### src/rtl/systolic_a_skew_feeder.sv
// ----------------------------------------------------------------------------
// systolic_a_skew_feeder
//   Buffers a DIM x DIM tile of signed BITS_AB-bit operands, loaded one row at
//   a time, and streams it diagonally skewed into the A inputs of the left
//   column of the systolic array.
//   Array row i is fed with a delay of i cycles, so its operands meet the
//   B stream in lockstep.
//
// Ports
//   clk        clock, rising edge
//   rst        asynchronous active-high reset (clears buffer too)
//   en         global advance enable; low freezes streaming state/outputs
//   wr_en      row load strobe (accepted only while idle)
//   wr_row     row index for the load
//   wr_data    row payload, element k at [k*BITS_AB +: BITS_AB]
//   start      request to stream the buffered tile
//   Aout       skewed operands, slice i drives Ain of array row i
//   out_valid  Aout carries a stream step this cycle
//   busy       from accepted start through the last stream step
//   done       one-cycle pulse after the final step
//   err        (only with SKEW_FEEDER_OVERRUN_ERR_EN) sticky overrun flag
//
// Build option
//   SKEW_FEEDER_OVERRUN_ERR_EN : adds the sticky err output. It is set by
//   wr_en or start while busy, or by wr_en to a row index >= DIM.
// ----------------------------------------------------------------------------

// Per-lane operand select: lane i at step t takes element (t - i) of its row.
// When that element is outside the row, the lane outputs 0.
module systolic_a_skew_lane #(
    parameter int BITS_AB = 8,
    parameter int DIM     = 8,
    parameter int LANE    = 0,
    parameter int TW      = 4
) (
    input  logic [DIM*BITS_AB-1:0] i_row,
    input  logic [TW-1:0]          i_t,
    output logic [BITS_AB-1:0]     o_elem
);
    always_comb begin
        o_elem = '0;
        for (int k = 0; k < DIM; k++) begin
            if (int'(i_t) == LANE + k)
                o_elem = i_row[k*BITS_AB +: BITS_AB];
        end
    end
endmodule

module systolic_a_skew_feeder #(
    parameter int BITS_AB = 8,
    parameter int DIM     = 8
) (
    input  logic                    clk,
    input  logic                    rst,
    input  logic                    en,
    input  logic                    wr_en,
    input  logic [$clog2(DIM)-1:0]  wr_row,
    input  logic [DIM*BITS_AB-1:0]  wr_data,
    input  logic                    start,
    output logic [DIM*BITS_AB-1:0]  Aout,
    output logic                    out_valid,
    output logic                    busy,
    output logic                    done
`ifdef SKEW_FEEDER_OVERRUN_ERR_EN
    ,
    output logic                    err
`endif
);
    // t runs 0..2*DIM-2 for the data steps. The value 2*DIM-1 means
    // "all steps issued, the next enabled edge completes".
    localparam int              TW       = $clog2(2*DIM);
    localparam logic [TW-1:0]   T_END    = TW'(2*DIM - 1);

    localparam logic [0:0]      ST_IDLE   = 1'b0;
    localparam logic [0:0]      ST_STREAM = 1'b1;

    logic [0:0]                         r_state;
    logic [TW-1:0]                      r_t;
    logic [DIM-1:0][DIM*BITS_AB-1:0]    r_buf;
    logic [DIM-1:0][BITS_AB-1:0]        w_next;
    logic                               w_row_ok;

    assign w_row_ok = int'(wr_row) < DIM;
    assign busy     = (r_state == ST_STREAM);

    for (genvar gi = 0; gi < DIM; gi++) begin : g_lane
        systolic_a_skew_lane #(
            .BITS_AB (BITS_AB),
            .DIM     (DIM),
            .LANE    (gi),
            .TW      (TW)
        ) u_lane (
            .i_row  (r_buf[gi]),
            .i_t    (r_t),
            .o_elem (w_next[gi])
        );
    end

    always_ff @(posedge clk or posedge rst) begin
        if (rst) begin
            r_state   <= ST_IDLE;
            r_t       <= '0;
            r_buf     <= '0;
            Aout      <= '0;
            out_valid <= 1'b0;
            done      <= 1'b0;
        end else begin
            done <= 1'b0;
            // Loads are independent of en, but are dropped while streaming.
            // A load in the start cycle is seen, because the first sample
            // happens one edge later.
            if (r_state == ST_IDLE && wr_en && w_row_ok)
                r_buf[wr_row] <= wr_data;

            case (r_state)
                ST_IDLE: begin
                    out_valid <= 1'b0;
                    if (start && en) begin
                        r_state <= ST_STREAM;
                        r_t     <= '0;
                    end
                end
                default: begin
                    if (!en) begin
                        // Stall: hold t and Aout, no step is consumed.
                        out_valid <= 1'b0;
                    end else if (r_t == T_END) begin
                        Aout      <= '0;
                        out_valid <= 1'b0;
                        done      <= 1'b1;
                        r_state   <= ST_IDLE;
                    end else begin
                        Aout      <= w_next;
                        out_valid <= 1'b1;
                        r_t       <= r_t + 1'b1;
                    end
                end
            endcase
        end
    end

`ifdef SKEW_FEEDER_OVERRUN_ERR_EN
    always_ff @(posedge clk or posedge rst) begin
        if (rst)
            err <= 1'b0;
        else if ((busy && (wr_en || start)) || (wr_en && !w_row_ok))
            err <= 1'b1;
    end
`endif

endmodule

### config.mk
export PLATFORM = sky130hd
export DESIGN_NAME = systolic_a_skew_feeder
export DESIGN_NICKNAME = d
export VERILOG_FILES = /design/src/rtl/systolic_a_skew_feeder.sv
export SDC_FILE = /design/constraint.sdc
export NUM_CORES = 1
export LEC_CHECK = 0
export CAP_MARGIN = 20
export CORE_MARGIN = 2
export CORE_UTILIZATION = 35
export DETAILED_ROUTE_END_ITERATION = 6
export GPL_TIMING_DRIVEN = 0
export PLACE_DENSITY = 0.61
export SLEW_MARGIN = 20
export SYNTH_ARGS = -nofsm -noshare
export SYNTH_HDL_FRONTEND = slang
export SYNTH_SLANG_ARGS = --single-unit
### constraint.sdc
create_clock -name clk -period 44.1 [get_ports clk]
set_input_delay 6.615 -clock clk [delete_from_list [all_inputs] [get_ports clk]]
set_output_delay 6.615 -clock clk [all_outputs]
set_load 0.01 [all_outputs]
### Yosys cells after proc, flatten, opt, wreduce, memory -nomap -nowiden

Cells that the tools add are included.

| word-level totals | value |
|---|---|
| input bits | 72 |
| word-level logic and storage cells | 122 |
| output and inout port bits | 67 |
| bits in registers | 583 |

| cells by class | value |
|---|---|
| equality and inequality tests | 17 |
| reductions and logical operators | 7 |
| magnitude comparators | 2 |
| mux-type cells | 81 |
| add/sub/neg operators | 1 |
| bitwise gates (word level) | 1 |

Operators with widths:

| kind | count |
|---|---|
| bitwise mux 512 bit | 1 |
| two-way mux 8 bit | 64 |
| demux 64 bit (select 3 bit) | 1 |
| two-way mux 64 bit | 2 |
| equality test 4 bit, second input constant | 9 |
| equality test 4 x 3 -> 1 bit, second input constant | 4 |
| two-way mux 4 bit | 4 |
| two-way mux 1 bit | 9 |
| equality test 4 x 2 -> 1 bit, second input constant | 2 |
| adder 4 x 1 -> 4 bit, second input constant | 1 |
| zero test 4 bit | 1 |
| less-than comparator 3 x 4 -> 1 bit, second input constant | 1 |
| != test 2 bit, second input constant | 2 |
| greater-or-equal comparator 3 x 1 -> 1 bit, second input constant | 1 |
| logical AND 1 bit | 3 |
| AND reduction 3 bit | 1 |
| AND reduction 2 bit | 1 |
| nonzero test 2 bit | 1 |
| NOT 1 bit | 1 |

### Longest topological paths before layout

Gate-level depths: netlist of the first run.

| logic depth | value |
|---|---|
| word-level depth | 10 |
| mapped depth | 10 |
| mapped depth without buffers | 7 |

### Cells and area by module

Synthesis of the first run repeated with hierarchy kept, for this count alone.

| unflattened totals | value |
|---|---|
| cells, all modules | 2131 |
| area total of the unflattened synthesis | 29181.7 um^2 |

By module, submodules not included:

| module | area each (um^2) | sequential area each (um^2) | times used | cells an instance |
|---|---|---|---|---|
| systolic_a_skew_feeder | 23013.3 | 14589.0 | 1 | 1259 |
| systolic_a_skew_lane at g_lane[6].u_lane | 835.8 | 0.0 | 1 | 115 |
| systolic_a_skew_lane at g_lane[2].u_lane | 834.6 | 0.0 | 1 | 109 |
| systolic_a_skew_lane at g_lane[3].u_lane | 772.0 | 0.0 | 1 | 121 |
| systolic_a_skew_lane at g_lane[5].u_lane | 772.0 | 0.0 | 1 | 102 |
| systolic_a_skew_lane at g_lane[0].u_lane | 765.7 | 0.0 | 1 | 105 |
| systolic_a_skew_lane at g_lane[4].u_lane | 755.7 | 0.0 | 1 | 96 |
| systolic_a_skew_lane at g_lane[7].u_lane | 739.5 | 0.0 | 1 | 114 |
| systolic_a_skew_lane at g_lane[1].u_lane | 693.2 | 0.0 | 1 | 110 |

### Least setup slack after synthesis of the first run

OpenSTA, ideal clock, no wires.

| path | value |
|---|---|
| path kind | input -> register |
| start | input wr_row[0] |
| end | register r_buf[384] (netlist name) |
| library setup time | 0.125 ns |
| arrival time | 7.736 ns |
| path buffers | 2 |
| slack | 36.239 ns |
| data required time | 43.975 ns |
| stages on the path | 5 |
| cell sequence | nor3b_2 and3_1 buf_2 buf_2 mux2_2 |

| between the ends | value |
|---|---|
| cells in the longest elaborated chain, start to end | 5 |
| elaborated cells between the ends (all ways) | 6 |
| those cells by class | 2 x order compare; 3 x mux; 1 x reduce/logical |

RTL lines:

| element | RTL line | source |
|---|---|---|
| start: declaration | 57 | `input logic [$clog2(DIM)-1:0] wr_row,` |
| less-than comparator 3 x 4 -> 1 bit (not written as such) or greater-or-equal comparator 3 x 1 -> 1 bit (tied branches) | 113 | `r_buf[wr_row] <= wr_data;` |
| logical AND 1 bit (not written as such) | 113 |  |
| two-way mux 64 bit (not written as such) | 113 |  |
| demux 64 bit (select 3 bit) * | 113 |  |
| bitwise mux 512 bit * | 113 |  |
| end signal: indexed assignment | 113 |  |
| end: declaration | 79 | `logic [DIM-1:0][DIM*BITS_AB-1:0] r_buf;` |

Every way passes the cells marked *; elsewhere a longest branch is shown, timed or not.
A chain may end at the register's enable or synchronous reset.

### Worst setup path in the final report of the first run

| path | value |
|---|---|
| start | input en |
| end | register Aout[9] |

| between the ends | value |
|---|---|
| cells in the longest elaborated chain, start to end | 1 |

RTL lines:

| element | RTL line | source |
|---|---|---|
| start: declaration | 55 | `input logic en,` |
| AND reduction 2 bit (no line) | - |  |
| end signal: assignment | 133 | `Aout <= w_next;` |
| end: declaration | 60 | `output logic [DIM*BITS_AB-1:0] Aout,` |

No other way between the ends.

==> results of run 1 <==
-- through the flow --
stage | instance area, um^2 | total power, mW | setup slack [ns]
floorplan | 27040 | 1.362 | 21.17
CTS | 31910 | 2.281 | 35.65
global route | 31910 | 2.392 | 35.53
detailed placement | 29890 | 1.748 | 34.99
finish | 31930 | 2.302 | 35.59
global placement | 29710 | 1.727 | 14.77
-- power by group through the flow --
stage                     Combinational (mW)  Clock [mW]  Sequential (mW)
after floorplan                        0.528           0            0.834
after global placement                 0.867           0            0.861
after detailed placement               0.881           0            0.867
after CTS                              0.885       0.536            0.859
after global routing                   0.950       0.559            0.883
final                                  0.905       0.532            0.864
-- registers in the layout (all words and copies together), names as in the netlist --
| register | cells |
|---|---|
| Aout | 64 |
| busy | 1 |
| done | 1 |
| out_valid | 1 |
| r_buf | 512 |
| r_t | 4 |
-- layout by cell type, fill, tap and decap left out, drive strengths merged, types with 8 or more instances in the layout --
| cell | n |
|---|---|
| nand3b | 12 |
| nor2b | 14 |
| clkinv | 15 |
| a31oi | 16 |
| a2bb2oi | 16 |
| buf | 144 |
| o2bb2ai | 8 |
| a22oi | 36 |
| o221ai | 27 |
| a211oi | 8 |
| nor2 | 72 |
| inv | 17 |
| mux2 | 504 |
| o31ai | 10 |
| nand3 | 36 |
| a221o | 8 |
| o21ai | 179 |
| o211ai | 40 |
| and3 | 21 |
| o21a | 8 |
| o22ai | 39 |
| nand2b | 23 |
| nand2 | 156 |
| a221oi | 26 |
| clkbuf | 129 |
| a22o | 9 |
| clkdlybuf4s50 | 138 |
| o22a | 8 |
| a21oi | 171 |
| dfrtp | 583 |
-- per-layer routing --
metal	up-vias	part of all wire (%)	wire length, um
met4	8	4.9	5475
met1	11050	42	46070
met3	250	8.6	9526
li1	8738	-	-
met5	-	0.039	43
met2	1113	45	49780
-- worst reg2reg max path: stages, from the launching register on --
cell and delay [ns]:
sky130_fd_sc_hd__dfrtp_1 0.42, sky130_fd_sc_hd__inv_1 0.11, sky130_fd_sc_hd__ha_1 0.16, sky130_fd_sc_hd__buf_2 0.28, sky130_fd_sc_hd__buf_2 0.31, sky130_fd_sc_hd__clkbuf_1 0.78
sky130_fd_sc_hd__o221ai_1 0.32, sky130_fd_sc_hd__a21oi_1 0.53, sky130_fd_sc_hd__o221ai_1 0.20
-- worst max path at each step --
| stage | cells after the start | endpoint | slack (ns) |
|---|---|---|---|
| after floorplan | 1 | Aout[0] | 21.17 |
| final | 7 | Aout[9] | 35.59 |
| after global routing | 6 | Aout[49] | 35.53 |
| after detailed placement | 6 | Aout[18] | 34.99 |
| after global placement | 2 | r_buf[324] | 14.77 |
| after CTS | 6 | Aout[49] | 35.65 |
-- logic make-up (layout without fill, tap and decap cells) --
logic type               count (synthesis)  count (layout)  synth area share (%)
flip-flops                             583             583                 53.94
multiplexers                           505             505                 21.02
other                                    0               6                     0
adder cells (fa/ha/maj)                  4               4                0.1851
AO/OA/AOI/OAI                          624             624                 14.88
buffers and inverters                  204             454                 3.720
AND/OR/NAND/NOR                        354             354                 6.213
XOR/XNOR                                 1               1               0.03239
-- area by class of cell --
type / instances / area, um^2
clock buffer: 79 / 1673
multi-input combinational: 1488 / 11450
timing repair buffer: 144 / 1546
tap: 1030 / 1289
fill: 7151 / 44280
inverter: 16 / 67.56
buffer: 188 / 945.9
sequential: 583 / 14590
antenna: 6 / 15.01
clock inverter: 27 / 350.3
-- cell usage after synthesis (11+ instances only) --
library cell / n
sky130_fd_sc_hd__dfrtp_1: 583
sky130_fd_sc_hd__mux2_2: 504
sky130_fd_sc_hd__a21oi_1: 169
sky130_fd_sc_hd__nand2_1: 154
sky130_fd_sc_hd__o21ai_0: 146
sky130_fd_sc_hd__buf_2: 117
sky130_fd_sc_hd__nor2_1: 70
sky130_fd_sc_hd__clkbuf_1: 50
sky130_fd_sc_hd__o211ai_1: 40
sky130_fd_sc_hd__o22ai_1: 39
sky130_fd_sc_hd__a22oi_1: 36
sky130_fd_sc_hd__nand3_1: 36
sky130_fd_sc_hd__o21ai_1: 31
sky130_fd_sc_hd__o221ai_1: 27
sky130_fd_sc_hd__nand2b_1: 22
sky130_fd_sc_hd__and3_1: 21
sky130_fd_sc_hd__a221oi_1: 17
sky130_fd_sc_hd__a2bb2oi_1: 16
sky130_fd_sc_hd__a31oi_1: 16
sky130_fd_sc_hd__inv_1: 13
sky130_fd_sc_hd__nor2b_1: 13
sky130_fd_sc_hd__nand3b_1: 11
==> results.md, run 1 <==
- The run finished with clean final reports.
- The met2 global-route usage is a little over two fifths.
- The top-level I/O count is roughly 140.
- The clock network burns 23.1% of the power.
- The share of synthesized flip-flops with an asynchronous set or reset is 100.0%.
- The finished layout holds 3,561 standard cells, fillers aside.
- From synthesis to final layout, the design area changed by 18.05%.
- In this run the most used layer during global routing was met2.
- The overall die width is about 280 um.
- The congestion estimate from routability-driven global placement came to ~0.96.
- TritonCTS built the clock tree.
- Entering global routing, the biggest net connects between 100 and 150 pins.
- The startpoint identified for the worst register-to-register timing path is r_t[1].
- The via count of the routed design is roughly 21,000.
- Sequential cells were found to cover 53.94% of the synthesized design area.
- The peak supply drop is 0.03430 mV.
- For this run, global-route usage on met1 was measured as between 30% and 40%.
- The net count reported at finish is between 2,000 and 3,000.
- The kind of cell adding the most delay to the critical path is buffers and inverters.
- The half-perimeter wire length after detailed placement is approximately 81,000 um.
- The most used flip-flop cell after synthesis is sky130_fd_sc_hd__dfrtp_1.
- The share of total power dissipated in sequential elements is 37.5%.
- The setup total negative slack is 0 ns.
- The fraction of final layout cells with drive strength greater than 1 is a little under a third.
- The TritonCTS buffer count is 59.
- On the final layout, the worst clock skew is 0.03540 ns.
- The number of warnings issued by yosys is 0.
- The leakage component of the power is ~14 nW.
- The CTS H-tree depth is 2.
- The synthesized design contains 0 enable-type register cells.
- The placement row count is a little over 100.
- The first-pass GRT wire length is 156,300 um.
- STA classifies the critical path endpoint as a flop.
- The internal power of the cells totals around 1.4 mW.
- The critical path class is in -> reg.
- The number of register bits inferred by synthesis is between 500 and 600.
- The worst hold path was traced through 2 stages.
- The chip height is 282.0 um.
- The number of antenna violations at the first check in global routing is 8.
- Of all nets on the critical path, the largest fanout is 10.
- The worst path required time is around 45 ns.
- Synthesis produced a netlist with a net count of around 2,400.
- The clock tree root buffer cell is sky130_fd_sc_hd__clkbuf_16.
- The end of the worst hold path is Aout[22].
- The worst hold path belongs to the class reg -> reg.
- The tool flagged a number of max-cap violations equal to 0.
- The remaining number of nets flagged by the antenna check after routing is 0.
- Synthesis handed over a netlist of 2,275 instances.
- Each instance of the synthesized netlist takes up on average around 12 um^2.
- The largest total area in the synthesized netlist belongs to sky130_fd_sc_hd__dfrtp_1.
- Once the floorplan was initialized, standard cells occupied 35.49% of the core.
- The sum of overflow across all layers after global routing is 0.
- For this run, the detailed router's first-pass iteration total came to 5.
- The via count of the first global-routing pass was a little over 20,000.
- The detailed-route wire length is between 100,000 and 150,000 um.
- In this design, the stage delay of the slowest critical-path cell is around 0.64 ns.
- Counting cells, the worst reg-to-reg path comes to 8.
- The capture instance of the worst register-to-register path is Aout[57].
- The switching component of the power is between 0.9 and 1 mW.
- The flop-to-flop setup slack is ~41 ns.
- The post-synthesis instance area is 27,040 um^2.
- The hold slack is around 0.5 ns.
- The region available for standard cell placement spans around 76,000 um^2.
- After detailed routing, the number of remaining DRC violations is 0.
- The buffer levels on the longest clock path is 3.
- The clock latency on the worst-skew pair is about 0.65 ns.
- The number of cells upsized or downsized after cts is 0.
- The cell at the slowest stage of the critical path is sky130_fd_sc_hd__clkbuf_1.
- The top achievable clock speed is about 0.12 GHz.
- The worst-margin pin slew is about 1.1 ns.
- The proportion of total power due to net switching is 39.57%.
- Of the post-synthesis cell area, the dominant cell type holds between 50% and 60%.
- The startpoint of the worst hold path is Aout[22].
- The relative max-transition margin is 24.71%.
- After synthesis, the cell types taking the most area are sky130_fd_sc_hd__dfrtp_1 54%, sky130_fd_sc_hd__mux2_2 21%, sky130_fd_sc_hd__a21oi_1 3.1%.
- Measured on the finished design, the core utilization comes to 41.90%.
- Setup repair after global routing left no endpoint under its margin.
- For this run, the total global-route usage over all layers was measured as 27.76%.
- The met3 usage in global routing is under 10%.
- The time the worst path needs with I/O delays and setup is between 8 and 9 ns.
- The violation count after the first detailed-route iteration is roughly 2,300.
- The final cycle utilization of the critical path is ~19%.
- The part of the power in combinational logic is 39.3%.
- Setup violations remaining at the end of the flow were counted as 0.
- Dividing total power by cell area gives a power density of between 70 and 80 nW/um^2.
- After detailed routing, the number of vias per cell comes to 5.941.
- The area enclosed by the die boundary is approximately 80,000 um^2.
- The number of sinks handled by clock tree synthesis is 583.
- The number of post-CTS setup repair buffers is 0.
- The number of buffer and inverter stages on the critical path is 3.
- Walking the worst path, the cells encountered are clkdlybuf4s50_1 > and2_1 > nand2_1 > inv_2 > clkbuf_1 > o21ai_0 > o221ai_1.
- Buffers placed on the I/O ports in this run total about 140.
- The final number of max-transition violations is 0.
- STA classifies the critical path startpoint as an input port.
- The routed length per instance is between 30 and 40 um.
- The count of endpoints failing hold in the final timing report came to 0.
- The cell total after placement is approximately 3,400.
- The critical path arrival is around 9 ns.
- The cts-stage hold buffer count is 0.
- The CTS clock-pin slew for the worst setup and hold paths is ~0.060 ns.
- The most critical setup path has its startpoint at en.
- The number of distinct library cell variants in the gate-level netlist after synthesis is 70.
(Power assumes the default switching activity.)
==> inputs of run 2 (changes only) <==
==> constraint.sdc (replaced) <==
create_clock -name clk -period 8.1 [get_ports clk]
set_input_delay 1.215 -clock clk [delete_from_list [all_inputs] [get_ports clk]]
set_output_delay 1.215 -clock clk [all_outputs]
set_load 0.01 [all_outputs]
==> run 2 against run 1 <==
Against the previous run: non-clock buffer count rose by 13; worst hold slack got worse by 0.00095 ns; critical path type unchanged; critical endpoint is now Aout[50]; clock power grew to 5.8 times the previous value; sequential power increased to 5.4 times the previous value; routed wire length grew 0.48%; via count rose by 0.25%; highest routed layer unchanged; die area unchanged; sequential share of layout area fell by 0.51 points; cell area increased by 1.1%; first-iteration DRC count grew 6.8%; utilization rose by 0.48 points; cell count is 0.45% higher.
==> results.md, run 2 (synthesis gave the netlist of run 1 again) <==
- The flow ran to the end, and the final reports show no timing, DRC or antenna violations.
- The worst-margin pin slew is 1.265 ns (+0.1395 ns).
- The fraction of final layout cells with drive strength greater than 1 is 31.29% (+0.60 points).
- The final non-filler cell total is 3,577 (+0.45%).
- Clock tree synthesis selected as its root buffer the cell sky130_fd_sc_hd__clkbuf_16.
- The number of cells upsized or downsized after cts is 0 (unchanged).
- The maximum number of pins on one net before global-route repair is 37 (-66%).
- The area of the core is 76,200 um^2 (unchanged).
- The count of endpoints failing hold in the final timing report is 0 (unchanged).
- The buffer levels on the longest clock path is 3 (unchanged).
- After layout, the minimum clock period comes to roughly 3.3 ns.
- The number of setup violations in the final report is 0 (unchanged).
- The setup skew after layout is 0.02766 ns (-0.007741 ns).
- The tightest min-delay check is of the reg -> reg type.
- The flip-flop count of the largest register, all copies and words added was 512 (unchanged).
- In the final layout, the registers with the most flip-flops are r_buf (512), Aout (64), r_t (4).
- The setup total negative slack is 0 ns (unchanged).
- The startpoint identified for the worst register-to-register timing path is r_t[0].
- The CTS H-tree depth is 2 (unchanged).
- The met1 demand-to-capacity share in global routing is 37.42% (-0.16 points).
- After layout, the worst path uses 40.67% of the clock period.
- The number of max-cap violations is 0 (unchanged).
- The worst register-to-register path ends at Aout[51].
- Grouping stages by cell kind, the critical path spends the most delay in buffers and inverters.
- The number of post-CTS setup repair buffers came to 0 (unchanged).
- Compared with the post-synthesis result, the final layout area differs by 19.39%.
- The hold slack is 0.4915 ns (-0.0009510 ns).
- The register bank with the most flops is r_buf.
- The layer flagged by global routing as most heavily used is met2.
- The placement row count is 101 (unchanged).
- The clock tree from TritonCTS is done.
- The met3 usage in global routing was 5.834% (+0.14 points).
- The relative max-transition margin is 15.37% (-9.3 points).
- The remaining number of nets flagged by the antenna check after routing came to 0 (unchanged).
- The half-perimeter wire length after detailed placement is 81,400 um (+0.41%).
- The starting utilization of the core area is 35.49% (unchanged).
- The number of sinks handled by clock tree synthesis is 583 (unchanged).
- The first-pass GRT wire length is 156,200 um (about the same).
- The routed length per instance was 31.15 um (about the same).
- The launch point of the worst path is en.
- The ratio of total power to cell area is 393.9 nW/um^2 (+450%).
- The total area of multi-input combinational cells is 11,450 um^2 (unchanged).
- The cts-stage hold buffer count is 0 (unchanged).
- The TritonCTS buffer count is 60 (+1.7%).
- The peak supply drop is 0.1779 mV (+420%).
- The net count reported at finish is 2,570 (+0.55%).
- The number of search-and-repair iterations in the first detailed-routing pass is 6 (+1).
- The footprint of the flip-flops and latches is 14,590 um^2 (unchanged).
- The detailed-route wire length is 111,400 um (+0.48%).
- The via count of the routed design is 21,210 (+0.25%).
- The peak per-stage delay on the critical path is 0.80 ns (+0.16 ns).
- The chip height came to 282.0 um (unchanged).
- The cell at the slowest stage of the critical path is sky130_fd_sc_hd__clkbuf_1.
- The weighted congestion at the end of routability-driven global placement came to 0.9332 (-2.3%).
- The worst setup path is launched from an input port.
- The cell total after placement was 3,462 (+0.38%).
- The depth of the most critical reg-to-reg path was 9 (+1).
- The worst setup path is captured at a flop.
- The violation count after the first detailed-route iteration is 2,482 (+6.8%).
- The number of antenna violations at the first check in global routing is 6 (-2).
- The via density per instance came to 5.929 (-0.20%).
- The number of buffer and inverter stages on the critical path was 3 (unchanged).
- The remaining routing DRC violations was 0 (unchanged).
- The number of fill cells in the layout is 7,135 (-0.22%).
- The top cell types in the final layout, fill and taps aside, are 583 x sky130_fd_sc_hd__dfrtp_1, 504 x sky130_fd_sc_hd__mux2_2, 169 x sky130_fd_sc_hd__a21oi_1.
- The clock latency on the worst-skew pair is 0.65 ns (about the same).
- The top-level I/O count is 139 (unchanged).
- The CTS clock-pin slew for the worst setup and hold paths is 0.07 ns (about the same).
- The overall power consumption is 12.72 mW (+450%).
- The final number of max-transition violations was 0 (unchanged).
- The maximum fanout count along the critical path was 10 (unchanged).
- The leakage component of the power is 14.40 nW (+1.3%).
- The met2 global-route usage is 42.52% (-0.63 points).
- The instance count on the critical path was 6 (-1).
- The worst path required time is 8.65 ns (-35.97 ns).
- The overall die width came to 282.0 um (unchanged).
- The flop-to-flop setup slack was 4.84 ns (-35.97 ns).
- The count of buffers from port buffering is 138 (unchanged).
- The commonest non-fill, non-tap cell in the layout is sky130_fd_sc_hd__dfrtp_1.
- Static timing analysis puts the maximum clock frequency at around 0.3 GHz.
- The all-layer global routing usage was 27.76% (about the same).
- Setup repair after global routing left no endpoint under its margin.
- The critical path is of the in -> reg type.
- The via count of the first global-routing pass is 20,880 (+0.49%).
- The critical path arrival came to 3.84 ns (-5.19 ns).
- The critical path ends at Aout[50].
- The setup slack of the critical path after layout was 4.806 ns (-30.79 ns).
- The signal on the critical path passes through clkdlybuf4s50_1 > nand2_1 > clkbuf_1 > clkbuf_1 > nand2_1 > o211ai_1.
- The sum of overflow across all layers after global routing is 0 (unchanged).
- The area enclosed by the die boundary came to 79,510 um^2 (unchanged).
- The setup slack after placement is 4.261 ns (-30.73 ns).
[run 2: worst reg2reg max path, stage by stage, from the launching register on]
cell and delay, ns:
sky130_fd_sc_hd__dfrtp_1 0.44, sky130_fd_sc_hd__inv_1 0.13, sky130_fd_sc_hd__ha_1 0.14, sky130_fd_sc_hd__buf_2 0.30, sky130_fd_sc_hd__clkbuf_1 0.74, sky130_fd_sc_hd__clkbuf_1 0.66
sky130_fd_sc_hd__a221oi_1 0.21, sky130_fd_sc_hd__o22ai_1 0.23, sky130_fd_sc_hd__nand2_1 0.17, sky130_fd_sc_hd__o211ai_1 0.13
[run 2: final cells by class]
class	count	share of cell area, %
clock buffer	81	5.398
clock inverter	31	1.337
timing repair buffer	157	5.479
inverter	16	0.1976
tap	1030	3.991
buffer	188	2.930
multi-input combinational	1488	35.46
antenna	3	0.02325
sequential	583	45.18
[run 2: per-layer routing]
layer	wire, um	share of wire [%]
met5	48	0.043
met4	6325	5.7
met3	9997	9.0
met2	49100	44
met1	45960	41
[run 2: per-stage QoR]
step / instance area, um^2 / util, %
global route: 32280 / 42.37
detailed placement: 30110 / 39.51
floorplan: 27050 / -
global placement: 29720 / 39.00
finish: 32290 / 42.37
CTS: 32280 / 42.36
[run 2: how the worst min path moves through the flow]
stage	startpoint	depth (start not counted)	end	slack, ns
floorplan	r_buf[16]	1	r_buf[16]	0.47
global placement	r_buf[22]	1	r_buf[22]	0.48
detailed placement	Aout[6]	2	Aout[6]	0.48
CTS	Aout[6]	2	Aout[6]	0.50
global route	Aout[23]	2	Aout[23]	0.51
finish	Aout[6]	2	Aout[6]	0.49
[run 2: report_power, final]
group,switching (mW),internal [mW]
clock,1.24,1.82
sequential,0.681,4.01
combinational,3.06,1.90
total,4.98,7.74
